### src/rtl/datapath_sequencer_if.sv
// Bus between the micro-sequencer and its controller.
// Carries the program load port, run control, and the datapath control fields.
interface datapath_sequencer_if;
  logic        Start;
  logic        Abort;
  logic        LoadEn;
  logic [3:0]  LoadAddr;
  logic [39:0] LoadData;
  logic        Busy;
  logic        Done;
  logic [3:0]  PC;
  logic [3:0]  SelectA;
  logic [3:0]  SelectB;
  logic [3:0]  SelectIn;
  logic [15:0] Immediate;
  logic [7:0]  OpCode;
  logic [1:0]  MuxSelect;
  logic        WriteEnable;

  modport master (
    output Start, Abort, LoadEn, LoadAddr, LoadData,
    input  Busy, Done, PC, SelectA, SelectB, SelectIn,
    input  Immediate, OpCode, MuxSelect, WriteEnable
  );

  modport slave (
    input  Start, Abort, LoadEn, LoadAddr, LoadData,
    output Busy, Done, PC, SelectA, SelectB, SelectIn,
    output Immediate, OpCode, MuxSelect, WriteEnable
  );
endinterface

### src/rtl/datapath_sequencer.sv
// Programmable micro-sequencer: steps a 16-word control program, holding each
// word for TICK_DIV clocks and strobing WriteEnable on the last cycle of a step.
module datapath_sequencer #(
  parameter int PROG_DEPTH = 16,
  parameter int TICK_DIV   = 30000000
) (
  input logic Clock,
  input logic Reset,
  datapath_sequencer_if.slave bus
);
  localparam logic [31:0] LastTick = 32'(TICK_DIV - 1);
  localparam logic [3:0]  LastPc   = 4'(PROG_DEPTH - 1);

  typedef enum logic [1:0] {
    IDLE = 2'd0,
    RUN  = 2'd1,
    DONE = 2'd2
  } seqState_t;

  seqState_t   state;
  seqState_t   stateNext;
  logic [39:0] progMem [PROG_DEPTH];
  logic [31:0] tickCount;
  logic [3:0]  pcReg;
  logic [3:0]  pcNext;
  logic [39:0] curWord;
  logic        stepEnd;
  logic        lastStep;
  logic        loadAccept;
  logic        startAccept;
  logic        busyComb;
  logic        doneComb;
  logic        weComb;

  assign pcNext      = pcReg + 4'd1;
  assign stepEnd     = (state == RUN) && (tickCount == LastTick);
  assign lastStep    = curWord[39] || (pcReg == LastPc);
  assign loadAccept  = (state == IDLE) && bus.LoadEn;
  assign startAccept = (state == IDLE) && bus.Start && !bus.LoadEn;

  // Program store survives Reset so a reset mid-run can simply rerun it.
  always_ff @(posedge Clock) begin
    if (loadAccept) begin
      progMem[bus.LoadAddr] <= bus.LoadData;
    end
  end

  always_ff @(posedge Clock or negedge Reset) begin
    if (!Reset) begin
      state <= IDLE;
    end else begin
      state <= stateNext;
    end
  end

  always_comb begin
    stateNext = state;
    busyComb  = 1'b0;
    doneComb  = 1'b0;
    weComb    = 1'b0;
    case (state)
      IDLE: begin
        if (startAccept) begin
          stateNext = RUN;
        end
      end
      RUN: begin
        busyComb = 1'b1;
        // Abort takes priority and swallows a commit landing in the same cycle.
        if (bus.Abort) begin
          stateNext = IDLE;
        end else begin
          weComb = stepEnd && curWord[36];
          if (stepEnd && lastStep) begin
            stateNext = DONE;
          end
        end
      end
      DONE: begin
        doneComb  = 1'b1;
        stateNext = IDLE;
      end
      default: begin
        stateNext = IDLE;
      end
    endcase
  end

  // Step registers: the next word is fetched on the same edge that closes a
  // step, so consecutive steps run back to back.
  always_ff @(posedge Clock or negedge Reset) begin
    if (!Reset) begin
      tickCount <= '0;
      pcReg     <= '0;
      curWord   <= '0;
    end else begin
      case (state)
        IDLE: begin
          tickCount <= '0;
          pcReg     <= '0;
          curWord   <= startAccept ? progMem[4'd0] : '0;
        end
        RUN: begin
          if (bus.Abort) begin
            tickCount <= '0;
            pcReg     <= '0;
            curWord   <= '0;
          end else if (stepEnd) begin
            tickCount <= '0;
            if (!lastStep) begin
              pcReg   <= pcNext;
              curWord <= progMem[pcNext];
            end
          end else begin
            tickCount <= tickCount + 32'd1;
          end
        end
        default: begin
          tickCount <= '0;
          pcReg     <= '0;
          curWord   <= '0;
        end
      endcase
    end
  end

  assign bus.Busy        = busyComb;
  assign bus.Done        = doneComb;
  assign bus.WriteEnable = weComb;
  assign bus.PC          = pcReg;
  assign bus.MuxSelect   = curWord[38:37];
  assign bus.OpCode      = curWord[35:28];
  assign bus.SelectIn    = curWord[27:24];
  assign bus.SelectA     = curWord[23:20];
  assign bus.SelectB     = curWord[19:16];
  assign bus.Immediate   = curWord[15:0];
endmodule

### src/flat_wrapper.sv
// flat-port wrapper written by rule: the top's interface ports become plain ports
module datapath_sequencer_flat 
#(
  parameter int PROG_DEPTH = 16,
  parameter int TICK_DIV   = 30000000
)
  (Clock, Reset, bus_Start, bus_Abort, bus_LoadEn, bus_LoadAddr, bus_LoadData, bus_Busy, bus_Done, bus_PC, bus_SelectA, bus_SelectB, bus_SelectIn, bus_Immediate, bus_OpCode, bus_MuxSelect, bus_WriteEnable);
  datapath_sequencer_if bus_i ();
  input logic Clock;
  input logic Reset;
  input wire logic [$bits(bus_i.Start)-1:0] bus_Start;
  input wire logic [$bits(bus_i.Abort)-1:0] bus_Abort;
  input wire logic [$bits(bus_i.LoadEn)-1:0] bus_LoadEn;
  input wire logic [$bits(bus_i.LoadAddr)-1:0] bus_LoadAddr;
  input wire logic [$bits(bus_i.LoadData)-1:0] bus_LoadData;
  output wire logic [$bits(bus_i.Busy)-1:0] bus_Busy;
  output wire logic [$bits(bus_i.Done)-1:0] bus_Done;
  output wire logic [$bits(bus_i.PC)-1:0] bus_PC;
  output wire logic [$bits(bus_i.SelectA)-1:0] bus_SelectA;
  output wire logic [$bits(bus_i.SelectB)-1:0] bus_SelectB;
  output wire logic [$bits(bus_i.SelectIn)-1:0] bus_SelectIn;
  output wire logic [$bits(bus_i.Immediate)-1:0] bus_Immediate;
  output wire logic [$bits(bus_i.OpCode)-1:0] bus_OpCode;
  output wire logic [$bits(bus_i.MuxSelect)-1:0] bus_MuxSelect;
  output wire logic [$bits(bus_i.WriteEnable)-1:0] bus_WriteEnable;
  assign bus_i.Start = bus_Start;
  assign bus_i.Abort = bus_Abort;
  assign bus_i.LoadEn = bus_LoadEn;
  assign bus_i.LoadAddr = bus_LoadAddr;
  assign bus_i.LoadData = bus_LoadData;
  assign bus_Busy = bus_i.Busy;
  assign bus_Done = bus_i.Done;
  assign bus_PC = bus_i.PC;
  assign bus_SelectA = bus_i.SelectA;
  assign bus_SelectB = bus_i.SelectB;
  assign bus_SelectIn = bus_i.SelectIn;
  assign bus_Immediate = bus_i.Immediate;
  assign bus_OpCode = bus_i.OpCode;
  assign bus_MuxSelect = bus_i.MuxSelect;
  assign bus_WriteEnable = bus_i.WriteEnable;
  datapath_sequencer #(.PROG_DEPTH(PROG_DEPTH), .TICK_DIV(TICK_DIV)) u_core (.Clock(Clock), .Reset(Reset), .bus(bus_i));
endmodule
### config.mk
export PLATFORM = sky130hd
export DESIGN_NAME = datapath_sequencer_flat
export DESIGN_NICKNAME = d
export VERILOG_FILES = /design/src/rtl/datapath_sequencer_if.sv /design/src/rtl/datapath_sequencer.sv /design/src/flat_wrapper.sv
export SDC_FILE = /design/constraint.sdc
export NUM_CORES = 1
export LEC_CHECK = 0
export CAP_MARGIN = 20
export CORE_MARGIN = 3
export CORE_UTILIZATION = 51
export DETAILED_ROUTE_END_ITERATION = 16
export GPL_ROUTABILITY_DRIVEN = 0
export MAX_ROUTING_LAYER = met4
export PLACE_DENSITY = 0.68
export SYNTH_ARGS = -nofsm -noshare
export SYNTH_HDL_FRONTEND = slang
export SYNTH_SLANG_ARGS = --single-unit
### constraint.sdc
create_clock -name Clock -period 7.2 [get_ports Clock]
set_input_delay 1.8 -clock Clock [delete_from_list [all_inputs] [get_ports Clock]]
set_output_delay 1.8 -clock Clock [all_outputs]
set_load 0.02 [all_outputs]
==> impl_results.md, run 1 <==
- Status: finished clean
- Post-CTS Setup Inserts: 0
- DP Wirelength: 30.07 mm
- Worst EP required: 5.40 ns
- Power Density: 259.2 nW/um2
- Finished Core Util: 58.51%
- Peak VDD IR: 0.1490 mV
- I/O Buffers: 93
- Synth Cell Area: 28,590 um2
- Simple-Gate Fraction of Synth Area: 2.958%
- Die H: 242.8 um
- Clk pwr share: 42.4%
- Gate power share: 2.6%
- Maximum fanout along the worst path: 2
- CP Class: in -> out
- Fmax: 0.1994 GHz
- Worst relative slew slack: 26.41%
- Worst Tran Pin Value: 1.101 ns
- Syn Inst Count: 1,402
- Root buf cell: clkbuf_16
- WP buf/inv: 2
- Core Footprint: 55,310 um2
- Worst Path Arrival: 3.22 ns
- Rows: 86
- Max-cap violation count: 0
- Post-Synth XOR/XNOR Area: 0.9409%
- Yosys Warn Count: 0
- Most common cell on crit path: clkdlybuf4s50_1
- Pint: 6.735 mW
- CTS tree: done
- Routed wire length: 57.80 mm
- Yosys reg bits: 718
- Period utilisation layout: 69.67%
- CTS buffer count: 72
- Die width: 242.8 um
- CP delay by family, top: buffers and inverters
- Post-synth ARST share: 10.86%
- RSZ-0062 raised after global routing: false
- Worst hold slack: 0.4843 ns
- Setup crit start kind: primary input
- Post-DR vias/cell: 5.865
- Non-Filler Instances: 2,300
- TNS Setup: 0 ns
- Area of the multi-input gates: 6777 um2
- I/O Pins: 94
- Setup crit end kind: output port
- DRC Markers: 0
- Filler cells: 4,019
- Post-synth EDFFs: 640
- Post-Syn Area per Cell: 20.39 um2
- Multiplexer share of the synthesized area: 18.15%
- Initial Util: 51.69%
- First-pass GRT wire length: 88.79 mm
- TritonRoute pass-1 iters: 5
- Mapped Nets: 1,453
- Initial drt markers: 1,269
- Antenna violations before repair: 3
- Setup WS post-layout: 2.184 ns
- Total Die Area: 58,930 um2
- Min Tclk post-route: 5.016 ns
- # clock sinks: 718
- Crit-path max cell delay: 0.63 ns
- GRT overflow: 0
- Final Skew: 0.01439 ns
- Vias: 13,489
- Register area: 21,170 um2
- Sw Pwr: 1.652 mW
- Slowest stage cell, crit path: clkdlybuf4s50_1
- Final net count: 1,544
- Place WS: 2.189 ns
- Worst-Skew Late Latency: 0.59 ns
- Cts hold-fix bufs: 0
- Share of layout cells above drive strength 1: 20.72%
- Fin. max-slew vios: 0
- Global-route usage over all layers: 20.66%
- Largest family of logic cells by synthesized area: multiplexers
- Final hold violation count: 0
- Register area share after synthesis: 74.05%
- Static leakage: 10.22 nW
- Worst-path cell chain: clkdlybuf4s50_1, nand2b_2, nor3_1, clkdlybuf4s50_1
- Post-DR wirelength/cell: 25.13 um
- # setup viols final: 0
- Flop pwr share: 55.0%
- CTS max path bufs: 3
- Largest net degree at the start of global routing: 120
- Synth Area in Adders: 0.08753%
- Fin area: 32,360 um2
- DP Area: 30,080 um2
- Synth-to-layout area growth: 13.19%
- Compound-Gate Fraction of Synth Area: 1.015%
- Final Total Pwr: 8.387 mW
- Ys flop type: edfxtp_1
- Netlist cell types: 46
- Hold Path Class: reg -> reg
- Placed cells: 2,167
- Clock transition at path regs: 0.06 ns
- Vias in the first global route: 14,046
- H-tree levels: 3
- Switching Share: 19.70%
- Post-route ant nets: 0
- Resize count post-CTS: 0
## cells by family after synthesis
logic type                 count (synthesis)
AOI/OAI and AO/OA                         55
buffers and inverters                    110
DFF                                      718
muxes                                    316
xor gates and xnor gates                  29
and+or+nand+nor                          172
adders and majority gates                  2
## routing by layer
layer,share of wire (%),global-route usage [%],vias to the layer above
met1,44,29.32,7158
met4,1.7,4.657,0
met5,0,-,-
li1,-,-,5840
met2,48,31.64,412
met3,6.3,4.043,79
## placed cells by master, fill, tap and decap left out, drive strengths merged, types with 5 or more instances in the layout
| cell | instances |
|---|---|
| edfxtp | 640 |
| mux4 | 162 |
| mux2i | 154 |
| clkbuf | 102 |
| clkdlybuf4s50 | 92 |
| dfrtp | 78 |
| nand2 | 53 |
| nor2 | 47 |
| o21ai | 44 |
| buf | 31 |
| clkinv | 21 |
| xor2 | 20 |
| nand3 | 16 |
| nand4 | 11 |
| nor3 | 11 |
| xnor2 | 9 |
| and3 | 7 |
| a21oi | 7 |
| or3 | 6 |
| inv | 6 |
| and4 | 5 |
## area by class of cell
cell class	instances	share of cell area (%)
clock buffers	102	6.387
diodes	3	0.02320
clock inverters	28	0.6380
multi-input cells	574	20.94
inverters	4	0.04640
repair buffers	123	3.642
flip-flops and latches	718	65.43
well taps	748	2.892
## state kept, by name, summed over array words and instances (netlist names)
signal,flops
u_core.curWord,40
u_core.bus.PC,4
u_core.tickCount,32
u_core.progMem,640
u_core.state,2
## Yosys cell counts, types with 2 or more instances
cell type	count	area (um2)
buf_8	4	60.06
buf_4	48	360.4
xnor2_1	8	70.07
buf_2	21	105.1
nand3_1	16	80.08
mux2i_1	154	1541
dfrtp_1	78	1952
xor2_1	19	166.4
o21ai_1	39	195.2
or3_1	6	37.54
nor3_1	9	45.04
o21ai_0	5	25.02
nor2b_1	2	12.51
a21oi_1	7	35.03
dlygate4sd3_1	3	30.03
nor2_1	47	176.4
clkbuf_1	19	71.32
buf_6	4	45.04
nor4_1	3	18.77
nand3b_1	2	15.01
ha_1	2	25.02
nand2b_1	4	25.02
nand2_1	53	198.9
buf_12	5	100.1
edfxtp_1	640	19220
inv_1	4	15.01
and4_1	4	35.03
mux4_2	162	3649
and3_1	7	43.79
nand4_1	11	68.82
## power groups by stage
| stage | registers, mW | clock network [mW] | logic, mW |
|---|---|---|---|
| after floorplan | 4.69 | 0 | 0.0892 |
| after global placement | 4.70 | 0 | 0.212 |
| after detailed placement | 4.70 | 0 | 0.220 |
| after CTS | 4.61 | 3.64 | 0.220 |
| after global routing | 4.61 | 3.81 | 0.236 |
| final | 4.61 | 3.56 | 0.217 |
## worst reg2reg max path, stage by stage (launching register included)
cell and delay, ns:
dfrtp_4 1.07, ha_4 0.31, xor2_4 0.58, buf_4 0.87, mux4_2 0.46, mux4_2 0.47, a32oi_1 0.16, mux2i_1 0.09
## final timing paths
check	startpoint	end	slack, ns	cells after the start
min in group asynchronous	Reset	u_core.tickCount[16]$_DFF_PN0_	1.14	1
worst max-delay path	bus_Abort	bus_WriteEnable	2.18	4
worst min register to register	u_core.progMem[0][19]$_DFFE_PP_	u_core.curWord[19]$_DFFE_PN0P_	0.48	2
max in group asynchronous	Reset	u_core.bus.PC[0]$_DFFE_PN0P_	4.80	2
worst max register to register	u_core.bus.PC[0]$_DFFE_PN0P_	u_core.curWord[36]$_DFFE_PN0P_	3.08	7
worst min-delay path	u_core.progMem[0][19]$_DFFE_PP_	u_core.curWord[19]$_DFFE_PN0P_	0.48	2
Note: power is estimated with default switching activity, not from simulation.
==> run 2, diff against run 1 <==
Clock period 7.2 ns to 5.26 ns, I/O delays scaled along.
==> run 2 against run 1 <==
Effect of this change:
- critical path depth grew 2
- worst hold slack gained 0.00051 ns
- register-to-register slack lost 1.3 ns
- power grew 41%
- worst setup slack worse by 1.1 ns
- global-route usage grew 0.88 points
- count of clock-buffer cells in the layout up 6
- die area is the same
- design area grew 0.76%
- routed wire length up 4.7%
- critical path type is now reg -> out
- sequential share of layout area shrank 0.49 points
- first-iteration DRC count rose by 4.6%
- largest cell class unchanged
==> impl_results.md, run 2 (synthesis results as in run 1) <==
- Rows: 86 (unchanged)
- Post-DR vias/cell: 5.956 (+1.6%)
- Resize count post-CTS: 0 (unchanged)
- Setup crit end: bus_WriteEnable
- Non-Filler Instances: 2,309 (+0.39%)
- Worst-Skew Late Latency: 0.60 ns (about the same)
- Filler cells: 3,998 (-0.52%)
- Post-route ant nets: 0 (unchanged)
- WP buf/inv: 1 (-1)
- CTS max path bufs: 3 (unchanged)
- Setup crit start kind: flip-flop
- Static leakage: 10.36 nW (+1.4%)
- Global-route usage over all layers: 21.54% (+0.88 points)
- Final Skew: 0.01769 ns (+0.003301 ns)
- RSZ-0062 raised after global routing: false
- Die width: 242.8 um (unchanged)
- Worst Path Arrival: 2.90 ns (-0.32 ns)
- Min Tclk post-route: 4.214 ns
- Final net count: 1,554 (+0.65%)
- Slowest stage cell, crit path: clkdlybuf4s50_1
- Largest register by flop count: u_core.progMem
- Status: finished clean
- Worst-path cell chain: ha_1, nand2_1, nor3_4, nand3_1, nor3_1, clkdlybuf4s50_1
- Cts hold-fix bufs: 0 (unchanged)
- # clock sinks: 718 (unchanged)
- Maximum fanout along the worst path: 12 (+10)
- DP Area: 30,160 um2 (+0.26%)
- CTS buffer count: 75 (+4.2%)
- Crit-path max cell delay: 0.64 ns (about the same)
- Vias: 13,752 (+1.9%)
- Worst relative slew slack: 26.31% (-0.10 points)
- Reg-to-Reg End: u_core.curWord[18]$_DFFE_PN0P_
- H-tree levels: 3 (unchanged)
- Worst Tran Pin Value: 1.105 ns (+0.004166 ns)
- I/O Pins: 94 (unchanged)
- Routed wire length: 60.53 mm (+4.7%)
- Setup WS post-layout: 1.046 ns (-1.138 ns)
- FF-to-FF Start: u_core.bus.PC[0]$_DFFE_PN0P_
- CTS tree: done
- I/O Buffers: 93 (unchanged)
- CP delay by family, top: simple AND/OR/NAND/NOR gates
- Antenna violations before repair: 1 (-2)
- Register area: 21,170 um2 (unchanged)
- TNS Setup: 0 ns (unchanged)
- TritonRoute pass-1 iters: 5 (unchanged)
- Largest net degree at the start of global routing: 91 (-24%)
- DP Wirelength: 31.98 mm (+6.4%)
- Setup crit end kind: output port
- Fin. max-slew vios: 0 (unchanged)
- Finished Core Util: 58.96% (+0.45 points)
- Peak VDD IR: 0.2451 mV (+65%)
- Largest regs: u_core.progMem x640, u_core.curWord x40, u_core.tickCount x32
- Reg2Reg Depth: 7 (unchanged)
- Total Die Area: 58,930 um2 (unchanged)
- Synth-to-layout area growth: 14.05%
- Share of layout cells above drive strength 1: 21.54% (+0.82 points)
- Die H: 242.8 um (unchanged)
- Crit. path cell count: 6 (+2)
- Worst Setup SP: u_core.tickCount[0]$_DFF_PN0_
- # setup viols final: 0 (unchanged)
- Post-DR wirelength/cell: 26.21 um (+4.3%)
- Placed cells: 2,174 (+0.32%)
- Vias in the first global route: 14,307 (+1.9%)
- CP Class: reg -> out
- Place WS: 1.230 ns (-0.9594 ns)
- Core Footprint: 55,310 um2 (unchanged)
- DRC Markers: 0 (unchanged)
- GRT overflow: 0 (unchanged)
- Area of the multi-input gates: 6777 um2 (unchanged)
- Final hold violation count: 0 (unchanged)
- Fmax: 0.2373 GHz
- Most common cell after layout, fill and taps aside: edfxtp_1
- R2r setup slk: 1.83 ns (-1.25 ns)
- Fin area: 32,610 um2 (+0.76%)
- Initial Util: 51.69% (unchanged)
- Power Density: 363.8 nW/um2 (+40%)
- Post-CTS Setup Inserts: 0 (unchanged)
- Clock transition at path regs: 0.06 ns (about the same)
- Most frequent cells in the layout: edfxtp_1, mux4_2, mux2i_1, clkdlybuf4s50_1, clkbuf_16
- Period utilisation layout: 80.11%
- First-pass GRT wire length: 91.69 mm (+3.3%)
- Root buf cell: clkbuf_16
- Largest register FFs: 640 (unchanged)
- Max-cap violation count: 0 (unchanged)
- Hold Path Class: reg -> reg
- Worst EP required: 3.94 ns (-1.46 ns)
- WHS Path Cells: 2 (unchanged)
- Initial drt markers: 1,327 (+4.6%)
run 2: worst register-to-register path: cells and delay by family, from the launching register on:
family	cells	cell delay (ns)
compound gates	1	0.07
flops	1	0.90
mux	4	0.93
fa+ha+maj	1	0.82
buf+inv	1	0.56
run 2: how the worst min path moves through the flow:
stage	start	end	slack, ns
detailed placement	u_core.progMem[0][31]$_DFFE_PP_	u_core.curWord[31]$_DFFE_PN0P_	0.47
global route	u_core.progMem[0][5]$_DFFE_PP_	u_core.curWord[5]$_DFFE_PN0P_	0.50
finish	u_core.progMem[0][5]$_DFFE_PP_	u_core.curWord[5]$_DFFE_PN0P_	0.48
CTS	u_core.progMem[0][7]$_DFFE_PP_	u_core.curWord[7]$_DFFE_PN0P_	0.49
global placement	u_core.progMem[0][32]$_DFFE_PP_	u_core.curWord[32]$_DFFE_PN0P_	0.46
floorplan	u_core.progMem[0][28]$_DFFE_PP_	u_core.curWord[28]$_DFFE_PN0P_	0.45
run 2: layer usage:
layer	GRT usage [%]	part of all wire, %	wire length [um]
met5	-	0	0
met4	5.343	1.7	1007
met3	3.635	6.2	3765
met2	33.75	49	29580
met1	30.03	43	26170
run 2: cell type report:
class | count | area share (%)
clock buffers | 108 | 6.704
inverters | 4 | 0.04605
repair buffers | 130 | 3.852
clock inverters | 26 | 0.8020
well taps | 748 | 2.870
multi-input cells | 574 | 20.78
flip-flops and latches | 718 | 64.94
diodes | 1 | 0.007674
run 2: power by group:
| group | switching (mW) | internal, mW | total (mW) |
|---|---|---|---|
| Combinational | 0.210 | 0.0925 | 0.303 |
| Sequential | 0.0277 | 6.29 | 6.32 |
| Clock | 2.11 | 3.13 | 5.24 |
run 2: metrics by stage:
step / hold WS [ns] / power (mW)
floorplan: 0.4517 / 6.545
global placement: 0.4643 / 6.728
detailed placement: 0.4722 / 6.741
CTS: 0.4872 / 11.97
global route: 0.5046 / 12.22
finish: 0.4848 / 11.86
